## src/rtl/id_ex_stage.sv

```systemverilog
// id_ex_stage: ID/EX pipeline register with ALU-control decode, EX/MEM and MEM/WB forwarding, and ALUSrc operand select.
module id_ex_stage #(
    parameter int XLEN = 64,
    parameter int RA_W = 5
) (
    input  logic            clk,
    input  logic            rst_n,
    input  logic            hold_i,
    input  logic            bubble_i,
    input  logic            flush_i,
    input  logic            id_valid_i,
    input  logic [XLEN-1:0] id_rs1_data_i,
    input  logic [XLEN-1:0] id_rs2_data_i,
    input  logic [XLEN-1:0] id_imm_i,
    input  logic [RA_W-1:0] id_rs1_i,
    input  logic [RA_W-1:0] id_rs2_i,
    input  logic [RA_W-1:0] id_rd_i,
    input  logic [1:0]      id_alu_op_i,
    input  logic [2:0]      id_funct3_i,
    input  logic            id_funct7b5_i,
    input  logic            id_alu_src_i,
    input  logic            id_reg_write_i,
    input  logic            id_mem_read_i,
    input  logic            id_mem_write_i,
    input  logic            id_mem_to_reg_i,
    input  logic            exm_reg_write_i,
    input  logic [RA_W-1:0] exm_rd_i,
    input  logic [XLEN-1:0] exm_result_i,
    input  logic            mwb_reg_write_i,
    input  logic [RA_W-1:0] mwb_rd_i,
    input  logic [XLEN-1:0] mwb_result_i,
    output logic [XLEN-1:0] alu_x_o,
    output logic [XLEN-1:0] alu_y_o,
    output logic [3:0]      alu_ctrl_o,
    output logic [XLEN-1:0] store_data_o,
    output logic [RA_W-1:0] ex_rd_o,
    output logic [RA_W-1:0] ex_rs1_o,
    output logic [RA_W-1:0] ex_rs2_o,
    output logic            ex_valid_o,
    output logic            ex_reg_write_o,
    output logic            ex_mem_read_o,
    output logic            ex_mem_write_o,
    output logic            ex_mem_to_reg_o,
    output logic            illegal_o
);
    typedef struct packed {
        logic            valid;
        logic            reg_write;
        logic            mem_read;
        logic            mem_write;
        logic            mem_to_reg;
        logic            alu_src;
        logic            illegal;
        logic [3:0]      alu_ctrl;
        logic [RA_W-1:0] rs1;
        logic [RA_W-1:0] rs2;
        logic [RA_W-1:0] rd;
        logic [XLEN-1:0] rs1_data;
        logic [XLEN-1:0] rs2_data;
        logic [XLEN-1:0] imm;
    } ex_t;
    ex_t             r, d;
    logic [3:0]      dec;
    logic [XLEN-1:0] fwd1, fwd2;
    always_comb begin
        dec = id_alu_op_i == 2'b00 ? 4'h2 :
              id_alu_op_i == 2'b01 ? 4'h6 :
              id_alu_op_i == 2'b11 ? 4'hF :
              id_funct3_i == 3'b000 ? (id_funct7b5_i ? 4'h6 : 4'h2) :
              id_funct3_i == 3'b111 ? 4'h0 :
              id_funct3_i == 3'b110 ? 4'h1 : 4'hF;
        d = '{
            valid:      id_valid_i,
            reg_write:  id_reg_write_i,
            mem_read:   id_mem_read_i,
            mem_write:  id_mem_write_i,
            mem_to_reg: id_mem_to_reg_i,
            alu_src:    id_alu_src_i,
            illegal:    id_valid_i && dec == 4'hF,
            alu_ctrl:   dec,
            rs1:        id_rs1_i,
            rs2:        id_rs2_i,
            rd:         id_rd_i,
            rs1_data:   id_rs1_data_i,
            rs2_data:   id_rs2_data_i,
            imm:        id_imm_i
        };
    end
    // flush beats hold, hold beats bubble
    always_ff @(posedge clk or negedge rst_n) begin
        if (!rst_n) begin
            r          <= '0;
            r.alu_ctrl <= 4'hF;
        end else if (flush_i || (bubble_i && !hold_i)) begin
            r          <= '0;
            r.alu_ctrl <= 4'hF;
        end else if (!hold_i) begin
            r <= d;
        end
    end
    // x0 is hard-wired zero, so a write to it must never be forwarded
    always_comb begin
        fwd1 = (exm_reg_write_i && exm_rd_i != '0 && exm_rd_i == r.rs1) ? exm_result_i :
               (mwb_reg_write_i && mwb_rd_i != '0 && mwb_rd_i == r.rs1) ? mwb_result_i : r.rs1_data;
        fwd2 = (exm_reg_write_i && exm_rd_i != '0 && exm_rd_i == r.rs2) ? exm_result_i :
               (mwb_reg_write_i && mwb_rd_i != '0 && mwb_rd_i == r.rs2) ? mwb_result_i : r.rs2_data;
    end
    assign alu_x_o         = fwd1;
    assign alu_y_o         = r.alu_src ? r.imm : fwd2;
    assign store_data_o    = fwd2;
    assign alu_ctrl_o      = r.alu_ctrl;
    assign ex_rd_o         = r.rd;
    assign ex_rs1_o        = r.rs1;
    assign ex_rs2_o        = r.rs2;
    assign ex_valid_o      = r.valid;
    assign ex_reg_write_o  = r.reg_write;
    assign ex_mem_read_o   = r.mem_read;
    assign ex_mem_write_o  = r.mem_write;
    assign ex_mem_to_reg_o = r.mem_to_reg;
    assign illegal_o       = r.illegal;
endmodule

```

## config.mk

```make
export PLATFORM = sky130hd
export DESIGN_NAME = id_ex_stage
export DESIGN_NICKNAME = d
export VERILOG_FILES = /design/src/rtl/id_ex_stage.sv
export SDC_FILE = /design/constraint.sdc
export NUM_CORES = 1
export LEC_CHECK = 0
export ABC_AREA = 1
export BUFFER_PORTS_ARGS = -buffer_cell sky130_fd_sc_hd__buf_2
export CAP_MARGIN = 40
export CORE_AREA = 2 2 224 226
export CTS_BUF_LIST = sky130_fd_sc_hd__clkbuf_4 sky130_fd_sc_hd__clkbuf_8 sky130_fd_sc_hd__clkbuf_16
export CTS_CLUSTER_DIAMETER = 40
export DETAILED_ROUTE_END_ITERATION = 12
export DIE_AREA = 0 0 226 228
export PLACE_DENSITY = 0.53
export SLEW_MARGIN = 10
export SYNTH_ARGS = -nofsm -noshare
export SYNTH_HDL_FRONTEND = slang
export SYNTH_SLANG_ARGS = --single-unit
```

## constraint.sdc

```tcl
create_clock -name clk -period 3.7 [get_ports clk]
set_clock_uncertainty 0.05 [all_clocks]
set_input_delay 0.185 -clock clk [delete_from_list [all_inputs] [get_ports clk]]
set_output_delay 0.185 -clock clk [all_outputs]
set_load 0.02 [all_outputs]
```

# --- Word-level counts from Yosys, hierarchy flattened ---
# Index checks and enable logic that the tools add are counted.
# Widths: inputs -> output; s select.
word_totals:
  word_cells: 52
  n_memories: 0
  regBits: 218
  in_bits: 364
  latchBits: 0
  ram_bits: 0
  romBits: 0
classes:
  n_mux: 14
  div: 0
  reduce_logical: 14
  n_eq_ne: 10
  n_addsub: 0
  multipliers: 0
  n_shift: 0
  magnitude_cmp: 0
  n_bitwise: 0
op_table:
  columns: ["cell", "n"]
  rows:
  - ["$mux 218", 2]
  - ["$mux 64", 5]
  - ["$mux 4", 6]
  - ["$eq 5x5->1", 4]
  - ["$reduce_bool 5->1", 2]
  - ["$logic_and 1x1->1", 8]
  - ["$eq 3x3->1 const B", 2]
  - ["$eq 4x4->1 const B", 1]
  - ["$logic_not 3->1", 1]
  - ["$mux 3", 1]
  - ["$eq 2x1->1 const B", 1]
  - ["$eq 2x2->1 const B", 1]
  - ["$logic_not 2->1", 1]
  - ["$ne 2x1->1 const B", 1]
  - ["$logic_not 1->1", 1]
  - ["$logic_or 1x1->1", 1]

# --- Longest topological paths before layout ---
depth:
  word_depth: 11
  ltp_mapped: 11

# --- Least setup slack after synthesis ---
# OpenSTA, ideal clock, no wires.
synth_path:
  path_type: "reg-to-output"
  startpoint: "register r (netlist bit ex_rs2_o[0])"
  endpoint: "output store_data_o[0]"
  stages_incl_launch_ff: 7
  arrival_ps: 1556
  slack_ps: 1909
  n_path_buf: 1
  t_required_ps: 3465
  path_cell_list: "dfrtp_1 > xnor2_1 > nand2_1 > nor3_4 > buf_6 > nand3b_1 > and2_1"
synth_between:
  elab_chain_len: 4
  elab_cells_between_ends: 6
  classes_between: "eq/ne: 2; mux: 2; reduce/logical: 2"
synth_lines:
  columns: ["element", "line_no", "text"]
  rows:
  - ["start, declared", "62", "ex_t r, d;"]
  - ["$eq 5x5->1", "106", "(mwb_reg_write_i && mwb_rd_i != '0 && mwb_rd_i == r.rs2) ? mwb_result_i : r.rs2_data;"]
  - ["$logic_and 1x1->1", "106", null]
  - ["$mux 64", "106", null]
  - ["$mux 64 (*)", "105", "fwd2 = (exm_reg_write_i && exm_rd_i != '0 && exm_rd_i == r.rs2) ? exm_result_i :"]
  - ["end, declared", "35", "output logic [XLEN-1:0] store_data_o,"]
# Mark *: on every way between the ends. The rest lies on a longest branch, timed or not.

# --- Worst setup path after layout ---
layout_path:
  startpoint: "register r (netlist bit ex_rs2_o[0])"
  endpoint: "output store_data_o[60]"
# The elaborated chain is that of the path after synthesis.

==> out/metrics.cfg <==
[worst_setup_path]
crit_path_max_fanout = 48
crit_required_ps = 3460
crit_arrival_ps = 3040
r2r_slack_ps = 1980
cp-endpoint = store_data_o[60]
critPathCaptureType = primary output
critPathKind = flip-flop to primary output
timing.rr.end = r[212]
start_kind = flip-flop
reg2reg_from = r[212]
rr_worst_depth = 3
crit_start = ex_rs2_o[0]

[cells_and_area]
drive_gt1_frac = 0.2986
final_nets = 2722
synthToLayoutAreaGrowth_pct = 56.50
mostFrequentLayoutCells = buf_2 (579), nand2_1 (468), nand3_1 (260), dlygate4sd3_1 (223), dfrtp_1 (213)
fillers = 5015
final_common_cell = buf_2

[timing]
setup_viol = 0
min_period_ps = 3277
post-route-period-util = 0.8857
worst_pin_slew_ps = 940.2
timing.final.ws_setup_ps = 422.9
rsz0062_at_grt = no
setup-tns-final_ps = 0
maxSlewHeadroom = 0.3732
drv_slew = 0
clock.fmax_mhz = 305.1
finalHoldViolCount = 0

[placed_design]
pre_cts_slack_ps = 1020
dpl.hpwl_microns = 40310
gp_congestion = 0.8759
portBuffers = 580

[power]
switching_share = 0.3034
p_sw_mw = 2.581
power.combinational.fraction = 0.190
p_int_mw = 5.924
vdd.ir_drop.worst_uv = 294.3
clkPwrFrac = 0.508
power_frac_seq = 0.302
leakagePower_nw = 10.63
powerDensity_nw_per_um2 = 422.0

[floorplanning]
die_w_microns = 226
die_y_microns = 228
start_util = 0.2609
rows = 82
core_area_sq_um = 49350
dieArea_sq_um = 51530
ioPinCount = 581

[drt]
via_per_inst = 4.955
wl_microns = 61180
drt_iter0_drc = 1060
drc_errors = 0
drtAntennaViolNets = 0
drtPass1Iterations = 5
wl_per_cell_microns = 19.91
vias = 15226

[clock_network]
post_cts_buffers = 0
root_buffer = clkbuf_16
clk_pin_slew_worst_paths_ps = 50
clk_latency_ps = 550
numCtsBuffers = 49
cts_tree = yes
cts.sinks = 218
htreeDepth = 2
clockBufferDepth = 3

[synth]
avgSynthCellArea_sq_um = 7.895
synth_cell_types = 26
ys_seq_elements = 218
syn_inst = 1631
ys_warn_count = 0
mappedNetlistNets = 1995
seq_area_frac_synth = 0.4240
syn-cell-area_sq_um = 12880

[min_path]
hold_class = primary input to flip-flop

[global_route]
overflow = 0
grt_pass1_vias = 16038
grt_pass1_wl_microns = 92250
antenna_found_initial = 4
grt_use_total = 0.2308
grt_max_degree = 147

[run_status]
outcome = finished clean

[run]
drv_cap = 0

==> registers in the layout (all words and copies together), names as in the netlist <==
name and flops:
alu_ctrl_o 4, ex_mem_read_o 1, ex_mem_to_reg_o 1, ex_mem_write_o 1, ex_rd_o 5, ex_reg_write_o 1
ex_rs1_o 5, ex_rs2_o 5, ex_valid_o 1, illegal_o 1, r 193
==> critical path: stages, from the launching register on <==
cell and delay [ps]:
dfrtp_1 420, xnor2_1 160, nand3_1 120, nor2_4 130
buf_4 260, buf_4 640, nand3_1 170, nand3_1 150
and2_1 200, buf_2 190
==> power by group through the flow <==
stage / clock network, mW / registers, mW / logic (mW)
after floorplan: 0 / 2.59 / 0.756
after global placement: 0 / 2.60 / 1.41
after detailed placement: 0 / 2.60 / 1.42
after CTS: 4.41 / 2.56 / 1.61
after global routing: 4.54 / 2.58 / 1.73
final: 4.32 / 2.57 / 1.61
==> how the worst min path moves through the flow <==
| stage | start | end | slack [ps] | cells past startpoint |
|---|---|---|---|---|
| floorplan | rst_n | ex_mem_read_o | -160 | 0 |
| global placement | rst_n | ex_valid_o | 170 | 1 |
| detailed placement | rst_n | ex_valid_o | 180 | 1 |
| CTS | flush_i | alu_ctrl_o[3] | 6 | 5 |
| global route | flush_i | alu_ctrl_o[3] | 70 | 5 |
| finish | flush_i | alu_ctrl_o[3] | 40 | 5 |
==> layout make-up <==
class	count	area, sq um	area share
Tap cell	672	840.8	0.04172
Timing Repair Buffer	828	5483	0.2721
Inverter	76	285.3	0.01416
Multi-Input combinational cell	1185	6429	0.3190
Antenna cell	3	7.507	0.0003725
Clock inverter	31	291.5	0.01447
Sequential cell	218	5464	0.2711
Clock buffer	60	1353	0.06711
==> layer usage <==
metal | vias up | global-route usage | part of all wire
met5 | - | 0 | 0.00038
met4 | 4 | 0.1175 | 0.044
met3 | 170 | 0.04302 | 0.070
met2 | 801 | 0.3802 | 0.47
met1 | 7282 | 0.2871 | 0.41
li1 | 6969 | - | -
==> what timing repair did <==
action                                 in CTS  in global routing
gates resized for setup                     0                  0
hold buffers                              223                  0
endpoints found under the hold margin     289                  0
==> synth_stat cells <==
master / number / share of area
a21oi_1: 5 / 0.0019
a22o_1: 145 / 0.099
a31oi_1: 3 / 0.0015
a32o_1: 1 / 0.00078
and2_1: 64 / 0.031
buf_1: 7 / 0.0020
buf_2: 65 / 0.025
buf_4: 19 / 0.011
buf_6: 6 / 0.0052
clkbuf_1: 55 / 0.016
dfrtp_1: 214 / 0.42
dfstp_2: 4 / 0.0082
inv_1: 75 / 0.022
inv_2: 1 / 0.00029
nand2_1: 471 / 0.14
nand3_1: 260 / 0.10
nand3b_1: 129 / 0.075
nor2_1: 15 / 0.0044
nor2_4: 1 / 0.00087
nor3_1: 3 / 0.0012
nor3_4: 1 / 0.0013
o21ai_0: 67 / 0.026
o21ai_1: 2 / 0.00078
o21ai_2: 1 / 0.00068
xnor2_1: 6 / 0.0041
xor2_1: 11 / 0.0075
==> stage by stage <==
stage          total power [mW]  hold WS, ps  utilization  instance area, sq um  instances
6_report                  8.504        35.44       0.4084                 20150       3073
5_1_grt                   8.846        67.39       0.4083                 20150       3072
4_1_cts                   8.591        5.833       0.4082                 20150       3070
3_3_place_gp              4.005        172.0       0.3289                 16230       2754
3_5_place_dp              4.015        176.8       0.3297                 16270       2756
2_1_floorplan             3.343       -160.6            -                 12880       1631
==> kinds of logic (layout without fill, tap and decap cells) <==
kind of cell,after synthesis,count (layout),share of synthesized area
XOR/XNOR,17,17,0.01156
AO/OA/AOI/OAI,224,224,0.1303
buffers and inverters,228,995,0.08181
other,0,3,0
AND/OR/NAND/NOR,944,944,0.3523
flip-flops,218,218,0.4240
Note: power is estimated with default switching activity, not from simulation.
